File: src/rtl/keypad_pkg.sv
// Shared types and constants for the 4x4 keypad scanner: debounce states,
// the column/row-to-hex key map, and the 5-bit "no key" candidate encoding.
package keypad_pkg;

  typedef enum logic [1:0] {
    IDLE,
    PRESS_WAIT,
    HELD,
    RELEASE_WAIT
  } kp_state_e;

  // Candidate MSB set means no key was seen during the scan.
  localparam logic [4:0] KP_NONE = 5'b1_0000;

  // Nibble {col,row} holds the hex legend; row 0 is the top row (Row bit 3).
  localparam logic [63:0] KP_MAP = 64'hDCBA_E963_F852_0741;

  function automatic logic [4:0] kp_code(input logic [1:0] col, input logic [1:0] row);
    logic [5:0] base;
    base = {col, row, 2'b00};
    return {1'b0, KP_MAP[base +: 4]};
  endfunction

endpackage

File: src/rtl/keypad_debounce.sv
// Debounce FSM: turns one candidate per full scan into a clean key event.
// Optional auto-repeat while held is enabled by defining KYPD_REPEAT_EN.
module keypad_debounce
  import keypad_pkg::*;
#(
  parameter int DEBOUNCE_SCANS = 4
`ifdef KYPD_REPEAT_EN
  , parameter int REPEAT_SCANS = 250
`endif
) (
  input  logic       clk_i,
  input  logic       rst_i,
  input  logic       evt_i,
  input  logic [4:0] cand_i,
  output logic [3:0] code_o,
  output logic       valid_o,
  output logic       held_o
);

  localparam int CW = $clog2(DEBOUNCE_SCANS + 1);
  localparam logic [CW-1:0] CNT_ONE  = CW'(1);
  localparam logic [CW-1:0] CNT_DONE = CW'(DEBOUNCE_SCANS);

  kp_state_e     state_q, state_d;
  logic [CW-1:0] cnt_q, cnt_d, cnt_inc;
  logic [3:0]    key_q, key_d;
  logic [3:0]    code_q, code_d;
  logic          valid_q, valid_d;
  logic          held_q, held_d;
  logic          cand_none, cand_is_code, cand_is_key;

`ifdef KYPD_REPEAT_EN
  localparam int RW = $clog2(REPEAT_SCANS + 1);
  localparam logic [RW-1:0] RPT_DONE = RW'(REPEAT_SCANS);
  logic [RW-1:0] rpt_q, rpt_d, rpt_inc;
  assign rpt_inc = rpt_q + RW'(1);
`endif

  assign cnt_inc      = cnt_q + CNT_ONE;
  assign cand_none    = cand_i[4];
  assign cand_is_code = (cand_i == {1'b0, code_q});
  assign cand_is_key  = (cand_i == {1'b0, key_q});

  always_comb begin
    state_d = state_q;
    cnt_d   = cnt_q;
    key_d   = key_q;
    code_d  = code_q;
    valid_d = 1'b0;
    held_d  = held_q;
`ifdef KYPD_REPEAT_EN
    rpt_d   = rpt_q;
`endif
    if (evt_i) begin
      unique case (state_q)
        IDLE: begin
          if (!cand_none) begin
            key_d = cand_i[3:0];
            if (DEBOUNCE_SCANS == 1) begin
              state_d = HELD;
              cnt_d   = '0;
              code_d  = cand_i[3:0];
              valid_d = 1'b1;
              held_d  = 1'b1;
`ifdef KYPD_REPEAT_EN
              rpt_d   = '0;
`endif
            end else begin
              state_d = PRESS_WAIT;
              cnt_d   = CNT_ONE;
            end
          end
        end
        PRESS_WAIT: begin
          if (cand_none) begin
            state_d = IDLE;
            cnt_d   = '0;
          end else if (cand_is_key) begin
            if (cnt_inc == CNT_DONE) begin
              state_d = HELD;
              cnt_d   = '0;
              code_d  = key_q;
              valid_d = 1'b1;
              held_d  = 1'b1;
`ifdef KYPD_REPEAT_EN
              rpt_d   = '0;
`endif
            end else begin
              cnt_d = cnt_inc;
            end
          end else begin
            key_d = cand_i[3:0];
            cnt_d = CNT_ONE;
          end
        end
        HELD: begin
          if (cand_is_code) begin
`ifdef KYPD_REPEAT_EN
            if (rpt_inc == RPT_DONE) begin
              valid_d = 1'b1;
              rpt_d   = '0;
            end else begin
              rpt_d = rpt_inc;
            end
`endif
          end else if (DEBOUNCE_SCANS == 1) begin
            state_d = IDLE;
            held_d  = 1'b0;
          end else begin
            state_d = RELEASE_WAIT;
            cnt_d   = CNT_ONE;
          end
        end
        RELEASE_WAIT: begin
          // Returning to HELD keeps the original press; no new strobe.
          if (cand_is_code) begin
            state_d = HELD;
            cnt_d   = '0;
          end else if (cnt_inc == CNT_DONE) begin
            state_d = IDLE;
            cnt_d   = '0;
            held_d  = 1'b0;
          end else begin
            cnt_d = cnt_inc;
          end
        end
        default: state_d = IDLE;
      endcase
    end
  end

  always_ff @(posedge clk_i) begin
    if (rst_i) begin
      state_q <= IDLE;
      cnt_q   <= '0;
      key_q   <= '0;
      code_q  <= '0;
      valid_q <= 1'b0;
      held_q  <= 1'b0;
`ifdef KYPD_REPEAT_EN
      rpt_q   <= '0;
`endif
    end else begin
      state_q <= state_d;
      cnt_q   <= cnt_d;
      key_q   <= key_d;
      code_q  <= code_d;
      valid_q <= valid_d;
      held_q  <= held_d;
`ifdef KYPD_REPEAT_EN
      rpt_q   <= rpt_d;
`endif
    end
  end

  assign code_o  = code_q;
  assign valid_o = valid_q;
  assign held_o  = held_q;

endmodule

File: src/rtl/keypad_scanner.sv
// 4x4 Pmod keypad scanner: column drive, row sampling, per-scan candidate,
// debounced key event. Define KYPD_REPEAT_EN for auto-repeat while held.
module keypad_scanner
  import keypad_pkg::*;
#(
  parameter int SCAN_TICKS     = 100000,
  parameter int DEBOUNCE_SCANS = 4,
  parameter int REPEAT_SCANS   = 250
) (
  input  logic       ClkPort,
  input  logic       Reset,
  output logic [3:0] Col,
  input  logic [3:0] Row,
  output logic [3:0] KeyCode,
  output logic       KeyValid,
  output logic       KeyHeld
);

  if (SCAN_TICKS < 2 || DEBOUNCE_SCANS < 1 || REPEAT_SCANS < 1) begin : g_bad_params
    $error("keypad_scanner: parameter below its minimum");
  end

  localparam int TW = $clog2(SCAN_TICKS);
  localparam logic [TW-1:0] TICK_LAST = TW'(SCAN_TICKS - 1);

  logic [TW-1:0] tick_q, tick_d;
  logic [1:0]    col_q, col_d;
  logic [4:0]    acc_q, acc_d;
  logic [4:0]    row_hit, scan_sofar, merged;
  logic          sample, evt;

  always_comb begin
    row_hit = KP_NONE;
    if      (!Row[3]) row_hit = kp_code(col_q, 2'd0);
    else if (!Row[2]) row_hit = kp_code(col_q, 2'd1);
    else if (!Row[1]) row_hit = kp_code(col_q, 2'd2);
    else if (!Row[0]) row_hit = kp_code(col_q, 2'd3);
    // Column 0 starts a fresh scan; later columns only fill an empty result.
    scan_sofar = (col_q == 2'd0) ? KP_NONE : acc_q;
    merged     = scan_sofar[4] ? row_hit : scan_sofar;
    sample     = (tick_q == TICK_LAST);
    evt        = sample && (col_q == 2'd3);
    tick_d     = tick_q + TW'(1);
    col_d      = col_q;
    acc_d      = acc_q;
    if (sample) begin
      tick_d = '0;
      col_d  = col_q + 2'd1;
      acc_d  = merged;
    end
  end

  always_ff @(posedge ClkPort) begin
    if (Reset) begin
      tick_q <= '0;
      col_q  <= 2'd0;
      acc_q  <= KP_NONE;
    end else begin
      tick_q <= tick_d;
      col_q  <= col_d;
      acc_q  <= acc_d;
    end
  end

  assign Col = ~(4'b1000 >> col_q);

  keypad_debounce #(
    .DEBOUNCE_SCANS(DEBOUNCE_SCANS)
`ifdef KYPD_REPEAT_EN
    , .REPEAT_SCANS(REPEAT_SCANS)
`endif
  ) u_debounce (
    .clk_i  (ClkPort),
    .rst_i  (Reset),
    .evt_i  (evt),
    .cand_i (merged),
    .code_o (KeyCode),
    .valid_o(KeyValid),
    .held_o (KeyHeld)
  );

endmodule

File: config.mk
export PLATFORM = sky130hd
export DESIGN_NAME = keypad_scanner
export DESIGN_NICKNAME = d
export VERILOG_FILES = /design/src/rtl/keypad_pkg.sv /design/src/rtl/keypad_debounce.sv /design/src/rtl/keypad_scanner.sv
export SDC_FILE = /design/constraint.sdc
export NUM_CORES = 1
export LEC_CHECK = 0
export ABC_AREA = 1
export CAP_MARGIN = 20
export CORE_MARGIN = 10
export CORE_UTILIZATION = 55
export DETAILED_ROUTE_END_ITERATION = 7
export DONT_BUFFER_PORTS = 1
export PLACE_DENSITY = 0.73
export SKIP_LAST_GASP = 1
export SLEW_MARGIN = 5
export SYNTH_ARGS = -nofsm -noshare
export SYNTH_HDL_FRONTEND = slang
export SYNTH_SLANG_ARGS = --single-unit
export TNS_END_PERCENT = 30
File: constraint.sdc
create_clock -name ClkPort -period 2.1 [get_ports ClkPort]
set_input_delay 0.315 -clock ClkPort [delete_from_list [all_inputs] [get_ports ClkPort]]
set_output_delay 0.315 -clock ClkPort [all_outputs]
set_load 0.01 [all_outputs]
# Word-level counts from Yosys, hierarchy flattened
# Cells that the tools add are included.
# classes
add_sub_neg	3
n_eq_ne	19
n_shift	5
muxes	32
n_bitwise	5
n_reduce_logical	12
# op_table
cell	n
variable part select 64 x 7 -> 4 bit (first input constant)	4
two-way mux 5 bit	6
two-way mux 3 bit	6
adder 17 x 1 -> 17 bit (second input constant)	1
== test 17 bit (second input constant)	1
two-way mux 2 bit	7
two-way mux 4 bit	3
one-hot mux 3 bit (4 select lines)	1
== test 5 x 4 -> 1 bit	2
inequality test 2 bit (second input constant)	5
AND reduction 5 bit	2
inequality test 3 x 1 -> 1 bit (second input constant)	3
one-hot mux 2 bit (4 select lines)	1
one-hot mux 4 bit (2 select lines)	1
AND reduction 7 bit	1
== test 2 bit (second input constant)	3
two-way mux 1 bit	6
inequality test 2 x 1 -> 1 bit (second input constant)	3
AND reduction 6 bit	1
OR reduction 5 bit	1
logical NOT 2 bit	2
NOT 1 bit	4
NOT 4 bit	1
nonzero test 2 bit	2
other kinds (9)	9
# totals
ff_bits	39
inputBits	6
output_inout_bits	10
elab_cells	85

# Longest topological paths before layout
# Gate-level depths: netlist of run 1.
# logic_depth
depth_word	10
ltp_mapped	20
depth_no_buf	20

# By module
# A second synthesis of run 1 with hierarchy kept.
# hier_totals
hier_cells	359
area_unflattened_um2	2358.5
# by_module_without_submodules
mod	instances	cells_per_inst	area_each_um2	seq_area_each_um2
keypad_scanner	1	216	1411.4	480.5
keypad_debounce	1	143	947.2	300.3

# Worst setup path before layout of run 1
# No wires, ideal clock.
# synth_path
kind	reg-to-reg
from	reg col_q[0]
to	reg u_debounce.key_q[3]
setup_ps	116
t_arrival_ps	1889
required_time_ps	1984
slack_ps	95
stages_incl_launch_ff	17
path_buffers	0
synth_period_minus_slack_ps	2005
path_cell_list	dfxtp_1 inv_1 ha_1 nor2_2 a21oi_1 nand2_1 nand2_1 nand2_1 nand3_1 nor2_1 nand2_1 inv_2 nand2_1 nand2_2 inv_2 o21ai_0 nor2_1
# synth_between
elab_chain_cells	9
word_cells_on_any_way	22
classes_between	eq/ne (5); shift (4); mux (10); reduce/logical (3)
# synth_lines
item	line_no	rtl
start: declaration	keypad_scanner.sv:27	logic [1:0] col_q, col_d;
start signal: assignment	keypad_scanner.sv:60	col_q <= col_d;
variable part select 64 x 7 -> 4 bit	keypad_pkg.sv:21	return {1'b0, KP_MAP[base +: 4]};
two-way mux 5 bit	keypad_scanner.sv:37	else if (!Row[0]) row_hit = kp_code(col_q, 2'd3);
two-way mux 5 bit	keypad_scanner.sv:36	else if (!Row[1]) row_hit = kp_code(col_q, 2'd2);
two-way mux 5 bit	keypad_scanner.sv:35	else if (!Row[2]) row_hit = kp_code(col_q, 2'd1);
two-way mux 5 bit	keypad_scanner.sv:34	if (!Row[3]) row_hit = kp_code(col_q, 2'd0);
two-way mux 5 bit	keypad_scanner.sv:40	merged = scan_sofar[4] ? row_hit : scan_sofar;
== test 5 x 4 -> 1 bit or two-way mux 4 bit (tied branches)	keypad_debounce.sv:42, keypad_debounce.sv:78	
inequality test 2 bit (no line) or two-way mux 4 bit (tied branches)	-	
AND reduction 5 bit (no line) or one-hot mux 4 bit (2 select lines) (tied branches)	-	
end signal: assignment	keypad_debounce.sv:146	key_q <= key_d;
end: declaration	keypad_debounce.sv:26	logic [3:0] key_q, key_d;
# Several ways; a longest one is shown, not always the timed one. The select of a mux whose other input is x is not followed.
# A chain may end at the register's enable or synchronous reset.

# Worst setup path in the final report of run 1
# layout_path
from	reg col_q[0]
to	reg u_debounce.state_q[0]
# layout_between
elab_chain_cells	9
word_cells_on_any_way	24
classes_between	eq/ne (8); shift (4); mux (9); reduce/logical (3)
# layout_lines
item	line_no	rtl
variable part select 64 x 7 -> 4 bit	keypad_pkg.sv:21	
two-way mux 5 bit	keypad_scanner.sv:37	
two-way mux 5 bit	keypad_scanner.sv:36	
two-way mux 5 bit	keypad_scanner.sv:35	
two-way mux 5 bit	keypad_scanner.sv:34	
two-way mux 5 bit	keypad_scanner.sv:40	
== test 5 x 4 -> 1 bit (on tied branches)	keypad_debounce.sv:41, keypad_debounce.sv:42	
inequality test 3 x 1 -> 1 bit (no line) (tied with other cells)	-	
AND reduction 6 bit (no line) or one-hot mux 2 bit (4 select lines) (tied branches)	-	
end signal: assignment	keypad_debounce.sv:144	state_q <= state_d;
end: declaration	keypad_debounce.sv:24	kp_state_e state_q, state_d;
# Several ways; a longest one is shown, not always the timed one.

==> results.txt, run 1 <==
Ranked by total cell area, the synthesized netlist is headed by sky130_fd_sc_hd__dfxtp_1, sky130_fd_sc_hd__nand2_1, sky130_fd_sc_hd__inv_1. After Yosys synthesis, full adders, half adders and majority gates account for 5.12% of the synthesized area. The area share of the largest cell type after synthesis is 35.5%. Summing all non-filler instances in the final layout gives an area of 2710 um^2. The clock reaches the later pin of the worst-skew pair after 290 ps.

The run gives 0 as the warning count from the yosys run. The top cell family by delay on the critical path is simple AND/OR/NAND/NOR gates. The placer's final routability congestion estimate was 0.911. Library cell appearing most often on the critical path: sky130_fd_sc_hd__nand2_1. The library cell used most frequently in the layout, excluding fill and tap cells, is sky130_fd_sc_hd__nand2_1.

At the pin with the least slew margin, the transition time is 390 ps. In the routed layout, each cell is associated on average with a via count of 5.34. The first global-routing pass estimated 8.45 mm of wire. The max-cap check violation count came out at 0. Measured against its own limit, the worst slew margin works out to 74.0%.

The number of antenna violations at the first check in global routing is 0, and the top-level port count is 16. The xor/xnor share of the synthesized area is 1.20%, and the instance area after placement is 2370 um^2. The maximum clock skew at final layout came out at 8.67 ps. CTS built an H-tree with a depth of 2. The post-CTS clock slew at the launch and capture registers of the worst setup and hold paths was 70 ps; the number of distinct library cell variants in the gate-level netlist after synthesis was 33. STA classifies the critical path endpoint as a flip-flop. The worst hold path begins at Reset. The worst ir drop on vdd was 0.372 mV. For this run, design rule violations remaining after detail routing come to 0. The tools report the synthesized instance count as 327. The flow ran to the end, but the final reports show violations.

The area inside the core boundary was 3770 um^2. In the final routed layout, each cell accounts on average for 13.3 um. Once detail routing completed, the nets flagged for antenna violations numbered 0.

The worst register-to-register path begins at col_q[0]$_SDFFE_PP0N_. Counting every net in the synthesized netlist gives 342. In this run, the number of DRC markers left after iteration 0 of detailed routing was 145. After floorplanning, the core was divided into 22 placement rows.

The number of nets in the layout was 374; the final global-route overflow total was 0. The layout-stage area growth over the synthesis result works out to 23.3%. The worst hold path class was input pin to flip-flop. The largest buffer count on any clock path was 2.

The tools report the post-layout worst setup margin as -43.2 ps. The cell taking the most area after synthesis is sky130_fd_sc_hd__dfxtp_1. After layout, the minimum clock period comes to 2140 ps.

The largest net degree at the start of global routing was 14. The initial utilization of the core area, before any placement, comes to 58.3%. Summing internal, switching and leakage power gives 1.33 mW.

The portion of synthesized area spent on multiplexers is 0%. The analysis attributes to cell leakage a power of 1.14 nW. The capturing point of the worst reg2reg path was u_debounce.state_q[0]$_SDFFE_PP0P_.

The tools report the worst path required time as 2320 ps. TritonCTS built the clock tree. The count of buffers added on input and output ports is 0. The CTS sink count is 39. The tree is rooted in a sky130_fd_sc_hd__clkbuf_8. At the worst endpoint, the arrival time is 2370 ps. The number of slew-limit violations in the final report came out at 0. Full die area: 6930 um^2. The number of global-route vias before repair came out at 1,956. The critical-path cell with the highest stage delay is sky130_fd_sc_hd__dfxtp_2. The critical path is of the flip-flop to flip-flop type. Dividing total power by cell area gives a power density of 490 nW/um^2. The die span in x was 83.2 um. Counting the fill cells in the layout gives 301. Leaving out fill and tap cells, the most frequent cells in the layout are sky130_fd_sc_hd__nand2_1, sky130_fd_sc_hd__inv_1, sky130_fd_sc_hd__dfxtp_1, sky130_fd_sc_hd__nor2_1, sky130_fd_sc_hd__buf_4.

Detailed routing inserted a total of 2,179 vias. The path with the worst hold slack has its endpoint at u_debounce.cnt_q[1]$_SDFFE_PP0P_. The setup-violating endpoint count in the final report was 9.

The simple-gate area share of the yosys netlist came out at 35.7%. Of the cells placed in the final design, the portion with a size suffix greater than 1 is 22.2%. Number of cells on the worst hold path: 1. The final hold violation count is 0, and the number of detailed-routing iterations run before antenna repair is 4. The fraction of the mapped netlist area in compound gates was 12.5%; the number of cells on the worst reg-to-reg path was 18.

In this run the worst path has a maximum fanout of 4. The register-to-register setup slack is -40 ps. The checks that failed: setup timing. Setup repair after global routing could not meet its margin everywhere.

The number of antenna diodes in the final layout is 0. The HPWL after detailed placement is 3.74 mm. STA classifies the critical path startpoint as a flip-flop. Of the synthesized area, sequential elements account for 35.5%. The per-instance average area after synthesis was 6.72 um^2; the total standard cell area after synthesis was 2200 um^2. Walking the worst path, the cells encountered are buf_4, ha_1, inv_1, nor2_1, nor2_1, nand2_1, nand2_2, nand2_1, nand2_1, nand2_1, nor2_2, buf_4, nand3_4, nand2_4, nand3_4, nand2_2, nand2_1, nor2_1. Counting both buffers and inverters, the worst setup path holds a total of 3. The die is 83.2 um tall. The aggregate routed wire length was 5.42 mm; the final period utilization was 102%. The largest single stage delay on the critical path is 340 ps.

Based on the critical path, the design can be clocked at up to 467 MHz. Number of register bits inferred by synthesis: 39. In this run, CTS created clock tree buffers numbering 5. After synthesis, the largest family of logic cells by area is simple AND/OR/NAND/NOR gates. In the global route stage, overall resource usage came out at 14.0%.
[state kept, by name (all words and copies together), names as in the netlist, 2 cells and up]
register / count
u_debounce.key_q: 4
tick_q: 17
u_debounce.state_q: 2
col_q: 2
acc_q: 5
u_debounce.cnt_q: 3
u_debounce.code_o: 4
[cells by family after synthesis]
group / after synthesis
AND/OR/NAND/NOR: 169
XOR/XNOR: 3
adder cells (fa/ha/maj): 9
buffers and inverters: 55
AO/OA/AOI/OAI: 52
flip-flops: 39
[synth_stat cells]
master	count
sky130_fd_sc_hd__nand3b_1	3
sky130_fd_sc_hd__dfxtp_1	39
sky130_fd_sc_hd__nor2_1	34
sky130_fd_sc_hd__buf_6	1
sky130_fd_sc_hd__nand3_4	1
sky130_fd_sc_hd__nor2_2	7
sky130_fd_sc_hd__nand2_4	1
sky130_fd_sc_hd__nand2_1	73
sky130_fd_sc_hd__inv_1	47
sky130_fd_sc_hd__a21oi_1	27
sky130_fd_sc_hd__nand2_2	3
sky130_fd_sc_hd__nor3_1	11
sky130_fd_sc_hd__or2_2	1
sky130_fd_sc_hd__o21a_1	1
sky130_fd_sc_hd__nand3_2	2
sky130_fd_sc_hd__inv_2	4
sky130_fd_sc_hd__a31oi_1	1
sky130_fd_sc_hd__nor4_1	1
sky130_fd_sc_hd__xnor2_1	1
sky130_fd_sc_hd__a22o_1	1
sky130_fd_sc_hd__ha_1	9
sky130_fd_sc_hd__o22ai_1	3
sky130_fd_sc_hd__clkinv_4	1
sky130_fd_sc_hd__nor3b_1	2
sky130_fd_sc_hd__xor2_1	2
sky130_fd_sc_hd__nand3_1	22
sky130_fd_sc_hd__o21ai_0	18
sky130_fd_sc_hd__a22oi_1	1
sky130_fd_sc_hd__buf_2	1
sky130_fd_sc_hd__nand4_1	5
sky130_fd_sc_hd__nand4_2	1
sky130_fd_sc_hd__or3_1	2
sky130_fd_sc_hd__clkbuf_1	1
[per-stage QoR]
stage	setup slack (ps)	instances	TNS [ps]	hold slack (ps)	utilization, %
floorplan	95.4	327	0	384	-
global placement	-53.7	390	-77.4	387	62.9
CTS	5.66	398	0	87.3	65.6
detailed placement	-132	390	-809	388	62.9
finish	-43.2	408	-175	89.5	71.9
global route	-207	408	-2540	70.4	71.9
[how the worst max path moves through the flow]
stage                                      from  slack (ps)  cells after the start                                 end
after CTS                 col_q[0]$_SDFFE_PP0N_           6                     19    u_debounce.key_q[3]$_SDFFE_PP0P_
after global routing      col_q[1]$_SDFFE_PP0N_        -210                     19  u_debounce.state_q[0]$_SDFFE_PP0P_
after detailed placement  col_q[0]$_SDFFE_PP0N_        -130                     19    u_debounce.key_q[3]$_SDFFE_PP0P_
after global placement    col_q[0]$_SDFFE_PP0N_         -50                     19    u_debounce.key_q[3]$_SDFFE_PP0P_
after floorplan           col_q[0]$_SDFFE_PP0N_         100                     16    u_debounce.key_q[3]$_SDFFE_PP0P_
final                     col_q[0]$_SDFFE_PP0N_         -40                     18  u_debounce.state_q[0]$_SDFFE_PP0P_
[report_power, final]
| part | switching (mW) | internal (mW) |
|---|---|---|
| registers | 0.00319 | 0.744 |
| logic | 0.0604 | 0.0368 |
| clock network | 0.251 | 0.233 |
| total | 0.315 | 1.01 |
[layer usage]
metal / GRT usage (%) / part of all wire (%) / routed length, um
met5: 0 / 0 / 0
met4: 5.54 / 1.9 / 104
met3: 4.59 / 6.4 / 347
met2: 23.3 / 48 / 2600
met1: 15.9 / 44 / 2360
[what timing repair did]
action,CTS,global route
setup buffers,0,10
endpoints found under the setup margin,14,16
hold buffers,0,0
resized for setup,7,39
gates cloned,0,0
pin swaps,0,15
[layout make-up]
type / instances / area, um^2 / share of cell area, %
inverter: 52 / 210 / 7.75
tap: 48 / 60.1 / 2.22
clock inverter: 1 / 5.00 / 0.185
multi-input combinational: 233 / 1350 / 49.9
clock buffer: 7 / 76.3 / 2.81
sequential: 39 / 783 / 28.9
timing repair buffer: 28 / 223 / 8.21
Note: power is estimated with default switching activity, not from simulation.
==> run 2: changes to the inputs <==
--- a/config.mk
+++ b/config.mk
@@ -16,5 +16,6 @@
 export SLEW_MARGIN = 5
 export SYNTH_ARGS = -nofsm -noshare
 export SYNTH_HDL_FRONTEND = slang
+export SYNTH_HIERARCHICAL = 1
 export SYNTH_SLANG_ARGS = --single-unit
 export TNS_END_PERCENT = 30
==> results.txt, run 2 <==
The run finished with clean final reports. The warning count from the yosys run was 6; the per-instance average area after synthesis was 6.57 um^2. In the post-synthesis netlist, the biggest area contributors are sky130_fd_sc_hd__dfxtp_1, sky130_fd_sc_hd__nand2_1, sky130_fd_sc_hd__nor2_1. After synthesis the netlist holds a flip-flop and latch count of 39. The share of cells above drive strength 1 was 23.4%. The fraction of the mapped netlist area in compound gates is 8.65%. The tools report the final hold violation count as 0.

The share of synthesized area occupied by flip-flops and latches came out at 33.1%. The logs give 374 for the number of nets in the synthesized netlist and 2300 ps for the worst path required time. Total CTS buffers: 5. Of the total synthesized cell area, the portion taken by full adders, half adders and majority gates is 4.77%.

The wire-length estimate of the detail-placed layout is 3.94 mm. In this run the count of I/O pins placed on the die edge is 16. The number of antenna diodes in the final layout is 0.

Post-CTS clock slew at the launch and capture registers of the worst setup and hold paths: 80 ps. Setup-violating endpoint count in the final report: 0. The die is 85.5 um tall. For the pin with the worst max-slew slack, the measured transition is 461 ps.

After synthesis the cells add up to 2360 um^2. Setup repair after global routing could not meet its margin everywhere. The clock arrives with 7.75 ps of skew.

The multiplexer fraction of the synthesized cell area was 0%; the clock network latency to the later pin of the worst-skew pair was 300 ps. Data on the critical path arrives at its endpoint at 2250 ps. After the last flow step, the layout net total stands at 399. The area share of the largest cell type after synthesis was 33.1%. The synthesized netlist devotes 2.23% of its cell area to XOR and XNOR gates. By area, the combinational part of the netlist is dominated by simple AND/OR/NAND/NOR gates. The count of buffers added on input and output ports is 0. Worst-case headroom to the max-slew limit: 69.3%. Final global-route overflow total: 0. Counting every sink on the clock net gives 39.

The run gives 0 ps as the sum of negative setup slack. The most used flip-flop cell after synthesis is sky130_fd_sc_hd__dfxtp_1. Summed over all instances, the cell type with the most area after synthesis is sky130_fd_sc_hd__dfxtp_1.

The tools report the starting density of the core as 57.7%. Compared with the post-synthesis result, the final layout area differs by 18.3%. The library cell used most frequently in the layout, excluding fill and tap cells, is sky130_fd_sc_hd__nand2_1. The routed layout has 2,261 vias. Leaving out fill and tap cells, the most frequent cells in the layout are sky130_fd_sc_hd__nand2_1, sky130_fd_sc_hd__nor2_1, sky130_fd_sc_hd__inv_1, sky130_fd_sc_hd__dfxtp_1.

STA classifies the critical path endpoint as a flip-flop. The worst hold path belongs to the class input pin to flip-flop. The most numerous cell in the Yosys netlist is sky130_fd_sc_hd__nand2_1. The register with the most flip-flops in the layout has 17 of them. The detail-routed net length per standard cell was 12.7 um; the number of antenna violations at the first check in global routing was 0. The post-synthesis async set-or-reset flop share came out at 0%. The run gives 0.845 as the placer's final routability congestion estimate.

Along the worst path, the maximum fanout reaches 6. tick_q holds more flip-flops than any other register. TritonCTS built the clock tree. Counting instances in the post-synthesis netlist gives the leading cell types as sky130_fd_sc_hd__nand2_1, sky130_fd_sc_hd__nor2_1, sky130_fd_sc_hd__inv_1. Across the run, the number of max-cap violations was 0.

The simple-gate area share of the yosys netlist is 41.9%, and the number of cells on the worst hold path is 1. The tools report the number of distinct library cell variants in the gate-level netlist after synthesis as 31. The maximum clock frequency is 486 MHz, and the number of cells on the worst reg-to-reg path is 15. The largest registers in the layout are tick_q (17), acc_q (5). H-tree depth: 2. The floorplan has 23 rows. The number of global-route vias before repair came out at 2,059. The master cell of the clock root buffer was sky130_fd_sc_hd__clkbuf_8. Buffers inserted to repair hold after CTS numbered 0. Type of the worst setup path: flip-flop to flip-flop.

Synthesis produced 359 cells. Across the VDD grid, the largest voltage drop is 0.352 mV. Once detail routing completed, the nets flagged for antenna violations numbered 0.

Summed over all cells, the static leakage comes to 1.11 nW. Entering global routing, the biggest net connects 18 pins. The first TritonRoute pass finished after 4 iterations.

For the overall fraction of global-route tracks in use, the log shows 14.7%. Dividing the final minimum period by the clock period gives 97.9%. The run gives 0 as the residual DRC count. For the post-layout total power, the log shows 1.36 mW. The area inside the core boundary is 4090 um^2. The ratio of total power to cell area came out at 487 nW/um^2. Using the TritonRoute via totals, the vias-per-cell ratio works out to 5.20. The die is 85.5 um wide. Summed over all layers, the routed wires come to 5.53 mm. STA classifies the critical path startpoint as a flip-flop. The final period demand of the worst path works out to 2060 ps. The number of slew-limit violations in the final report is 0.

The first-pass GRT wire length was 9.09 mm; the full die area was 7310 um^2. The violation count after the first detailed-routing iteration is 130, and the number of enable-type register cells in the synthesized netlist is 0. The longest clock path from root to sink contains 2 buffers.
-- run 2: changes by cell type after synthesis, sizes merged, moves of 3 or more --
cell / before / now
nand3: 25 / 29
o22ai: 3 / 0
o21ai: 18 / 13
nand2: 77 / 111
nor3: 11 / 2
nor2: 41 / 58
a21oi: 27 / 23
-- run 2: power by group --
group	switching, mW	total [mW]	leakage [nW]	internal, mW
clock	0.270	0.502	0.0412	0.232
sequential	0.00430	0.748	0.316	0.744
combinational	0.0687	0.108	0.757	0.0395
total	0.343	1.36	1.11	1.02
-- run 2: path summary, 6_finish.rpt --
kind,startpoint,to,slack (ps)
setup / recovery,col_q[0]$_SDFFE_PP0N_,u_debounce/code_o[2]$_SDFFE_PP0P_,40
hold / removal,Reset,col_q[0]$_SDFFE_PP0N_,80
setup reg to reg,col_q[0]$_SDFFE_PP0N_,u_debounce/code_o[2]$_SDFFE_PP0P_,40
hold reg to reg,acc_q[1]$_SDFFE_PP0N_,acc_q[1]$_SDFFE_PP0N_,470
-- run 2: final cells by class --
cell class / instances / area (um^2)
clock buffers: 6 / 72.6
clock inverters: 2 / 12.5
fillers: 370 / 1300
inverters: 52 / 200
multi-input cells: 266 / 1510
flip-flops and latches: 39 / 783
well taps: 50 / 62.6
repair buffers: 20 / 150
-- run 2: cell families after synthesis --
kind of cell / after synthesis
AOI/OAI and AO/OA: 38
adders and majority gates: 9
xor gates and xnor gates: 6
and+or+nand+nor: 212
DFF: 39
buffers and inverters: 55
-- run 2: repair_timing --
action / 4_1_cts / 5_1_grt
endpoints found under the setup margin: 14 / 14
hold endpoints to repair: 0 / 0
resized for setup: 5 / 35
setup buffers: 0 / 2
gates cloned: 0 / 1
pin swaps: 1 / 15
-- run 2: per-layer routing --
metal | up-vias | part of all wire, % | global-route usage (%) | routed length, um
li1 | 1171 | - | - | -
met1 | 1044 | 47 | 17.9 | 2580
met2 | 39 | 47 | 23.6 | 2590
met3 | 7 | 5.1 | 4.21 | 281
met4 | 0 | 1.4 | 6.29 | 77
met5 | - | 0 | 0 | 0
-- run 2: per-stage QoR --
step                setup WS, ps  std cells  hold slack [ps]  util, %  cell area [um^2]
floorplan                   27.8        359              387        -              2360
global placement            64.7        424              390     62.0              2530
detailed placement         -64.4        424              392     62.0              2530
CTS                       -0.158        432             67.5     64.4              2630
global route                -123        435             64.1     68.3              2790
finish                      43.2        435             75.5     68.3              2790
-- run 2: critical path: stages, from the launching register on --
cell and delay [ps]:
sky130_fd_sc_hd__dfxtp_2 350, sky130_fd_sc_hd__inv_4 50, sky130_fd_sc_hd__buf_4 130, sky130_fd_sc_hd__ha_1 190, sky130_fd_sc_hd__inv_1 90, sky130_fd_sc_hd__nand3_2 90
sky130_fd_sc_hd__nand3_2 90, sky130_fd_sc_hd__nand2_4 80, sky130_fd_sc_hd__nand2_1 70, sky130_fd_sc_hd__nand2_1 100, sky130_fd_sc_hd__nor2_4 200, sky130_fd_sc_hd__nand2_2 100
sky130_fd_sc_hd__nand2_4 110, sky130_fd_sc_hd__nand3_4 110, sky130_fd_sc_hd__o21ai_2 160, sky130_fd_sc_hd__a21oi_1 50
==> run 3: changes to the inputs <==
--- a/config.mk
+++ b/config.mk
@@ -11,7 +11,7 @@
 export CORE_UTILIZATION = 55
 export DETAILED_ROUTE_END_ITERATION = 7
 export DONT_BUFFER_PORTS = 1
-export PLACE_DENSITY = 0.73
+export PLACE_DENSITY = 0.7
 export SKIP_LAST_GASP = 1
 export SLEW_MARGIN = 5
 export SYNTH_ARGS = -nofsm -noshare
==> constraint.sdc (replaced) <==
create_clock -name ClkPort -period 2.63 [get_ports ClkPort]
set_input_delay 0.3945 -clock ClkPort [delete_from_list [all_inputs] [get_ports ClkPort]]
set_output_delay 0.3945 -clock ClkPort [all_outputs]
set_load 0.01 [all_outputs]
==> results.txt, run 3 (synthesis gave the netlist of run 2 again) <==
Static timing analysis puts the maximum clock frequency at 432 MHz. The tools report the number of antenna violations at the first check in global routing as 0. The overall fraction of global-route tracks in use is 13.9%, and the cell leakage power is 0.995 nW.

Max-cap violations in this run came to 0. The H-tree depth was 2. The worst slack on hold paths is 162 ps. 0 antenna diodes ended up in the layout. The residual DRC count came out at 0.

The worst path meets setup with 315 ps of slack. The ratio of total power to cell area works out to 427 nW/um^2. For the violation count after the first detailed-routing iteration, the log shows 71. Data on the critical path arrives at its endpoint at 2510 ps.

The count of buffers from port buffering was 0; the instance area after placement was 2400 um^2. The register with the most flip-flops in the layout has 17 of them. The non-filler instance count after layout is 415, and the transition time at the pin with the least slew margin is 371 ps.

For this design, the sink count on the clock tree is 39. The run gives 7310 um^2 as the full die area. tick_q holds more flip-flops than any other register. The first detailed-routing pass took 4 iterations. The clock network latency to the later pin of the worst-skew pair came out at 290 ps.

The run gives 2,085 as the vias after detailed routing. The logs give 0 for the final global-route overflow total and 2490 um^2 for the final cell area excluding filler cells. The run finished with clean final reports. Post-CTS clock slew at the launch and capture registers of the worst setup and hold paths: 80 ps. Cells with a size suffix above 1 make up 11.8% of the layout.

For the number of global-route vias before repair, the log shows 1,935. The number of placement rows is 23. The library cells used most frequently in the layout, excluding fill and tap cells, are sky130_fd_sc_hd__nand2_1, sky130_fd_sc_hd__nor2_1, sky130_fd_sc_hd__inv_1, sky130_fd_sc_hd__dfxtp_1, sky130_fd_sc_hd__nand3_1. After floorplanning, the core was sized to cover 4090 um^2. The worst hold path class is input pin to flip-flop. The run gives 17.5% as the met1 usage.

Along the worst path, the maximum fanout reaches 9. At the end of routability-driven placement, the weighted congestion stood at 0.894. The final period demand of the worst path was 2320 ps.

In this run the deepest clock path goes through 2 buffers. The type of the worst setup path was flip-flop to flip-flop. The area growth from synthesis to layout is 5.68%. The starting density of the core was 57.7%. Worst path required time: 2820 ps. Count of antenna-violating nets left after detailed routing: 0. In this run the tightest slew margin relative to its limit is 75.2%. The total instance count after detailed placement was 407; the number of slew-limit violations in the final report was 0. Detailed placement ended at an HPWL of 3.74 mm. At the end of the flow, the number of nets in the layout was 379. The via density per instance came out at 5.02.

The largest registers in the layout are tick_q (17), acc_q (5). During I/O placement, the number of pins put on the boundary was 16. The detail-routed net length per standard cell works out to 11.6 um. The die is 85.5 um tall. Global routing consumed, on the met3 layer, 4.11% of the routing resources. The final hold violation count was 0; the total CTS buffers was 5.

Sort of element at the start of the critical path: a flip-flop. Power comes to 1.06 mW. Most common cell after layout, fill and taps aside: sky130_fd_sc_hd__nand2_1. The most utilized layer in the global route result is met2. The tools report the maximum clock skew at final layout as 6.34 ps. The largest net degree at the start of global routing was 18; the core occupancy in the finished layout was 61.0%. Setup violations remaining at the end of the flow were counted as 0. Setup repair after global routing left no endpoint under its margin.

STA classifies the critical path endpoint as a flip-flop. TritonCTS built the clock tree. In this run the clock root is driven by a sky130_fd_sc_hd__clkbuf_8.

The floorplan step set the die width to 85.5 um. Before CTS, the worst setup slack after placement is 265 ps. For the final routed database, the setup TNS stands at 0 ps. For this run, global-route usage on met2 was measured as 22.2%.

The final period utilization was 88.0%; the aggregate routed wire length was 4.80 mm. For the first-pass GRT wire length, the log shows 8.57 mm. The worst ir drop on vdd was 0.274 mV; the number of inserted filler cells in the final layout was 392.
run 3: cell types whose count changed in the layout (fill, tap and decap cells not counted), sizes merged:
cell and change:
nand3 -1, buf -19
run 3: power breakdown:
group	leakage (nW)	switching [mW]	internal [mW]
sequential	0.315	0.00424	0.594
clock	0.0412	0.215	0.185
combinational	0.640	0.0441	0.0205
total	0.995	0.263	0.800
run 3: area by class of cell:
type / instances / area [um^2] / area share (%)
clock inverters: 2 / 12.5 / 0.502
multi-input cells: 265 / 1360 / 54.6
repair buffers: 1 / 7.51 / 0.301
clock buffers: 6 / 72.6 / 2.91
well taps: 50 / 62.6 / 2.51
inverters: 52 / 195 / 7.83
flip-flops and latches: 39 / 781 / 31.3
run 3: critical path: stages, from the launching register on:
cell and delay (ps):
sky130_fd_sc_hd__dfxtp_1 400, sky130_fd_sc_hd__inv_1 120, sky130_fd_sc_hd__ha_1 260, sky130_fd_sc_hd__nor2_2 140, sky130_fd_sc_hd__buf_4 150, sky130_fd_sc_hd__nand2_1 40, sky130_fd_sc_hd__a21boi_0 110, sky130_fd_sc_hd__nand2_1 160
sky130_fd_sc_hd__inv_2 50, sky130_fd_sc_hd__nand2_1 70, sky130_fd_sc_hd__nand2_2 60, sky130_fd_sc_hd__nor2_4 130, sky130_fd_sc_hd__nand2_1 100, sky130_fd_sc_hd__nand2_2 100, sky130_fd_sc_hd__nand3_4 120, sky130_fd_sc_hd__o21ai_1 160
sky130_fd_sc_hd__a21oi_1 50
run 3: timing repair:
| action | 4_1_cts | 5_1_grt |
|---|---|---|
| endpoints found under the hold margin | 0 | 0 |
| setup buffers | 0 | 0 |
| endpoints found under the setup margin | 0 | 12 |
| hold buffers | 0 | 0 |
| resized for setup | 0 | 2 |
run 3: routing by layer:
layer	share of wire, %	vias to the layer above
met5	0	-
met1	49	920
met2	45	25
met4	1.2	0
li1	-	1133
met3	4.7	7
run 3: final timing paths:
kind	start	to	slack, ps	cells past startpoint
worst max-delay path	col_q[0]$_SDFFE_PP0N_	u_debounce/code_o[2]$_SDFFE_PP0P_	310	16
worst min register to register	tick_q[16]$_SDFF_PP0_	tick_q[16]$_SDFF_PP0_	480	2
worst max register to register	col_q[0]$_SDFFE_PP0N_	u_debounce/code_o[2]$_SDFFE_PP0P_	310	16
worst min-delay path	Reset	u_debounce/cnt_q[1]$_SDFFE_PP0P_	160	1
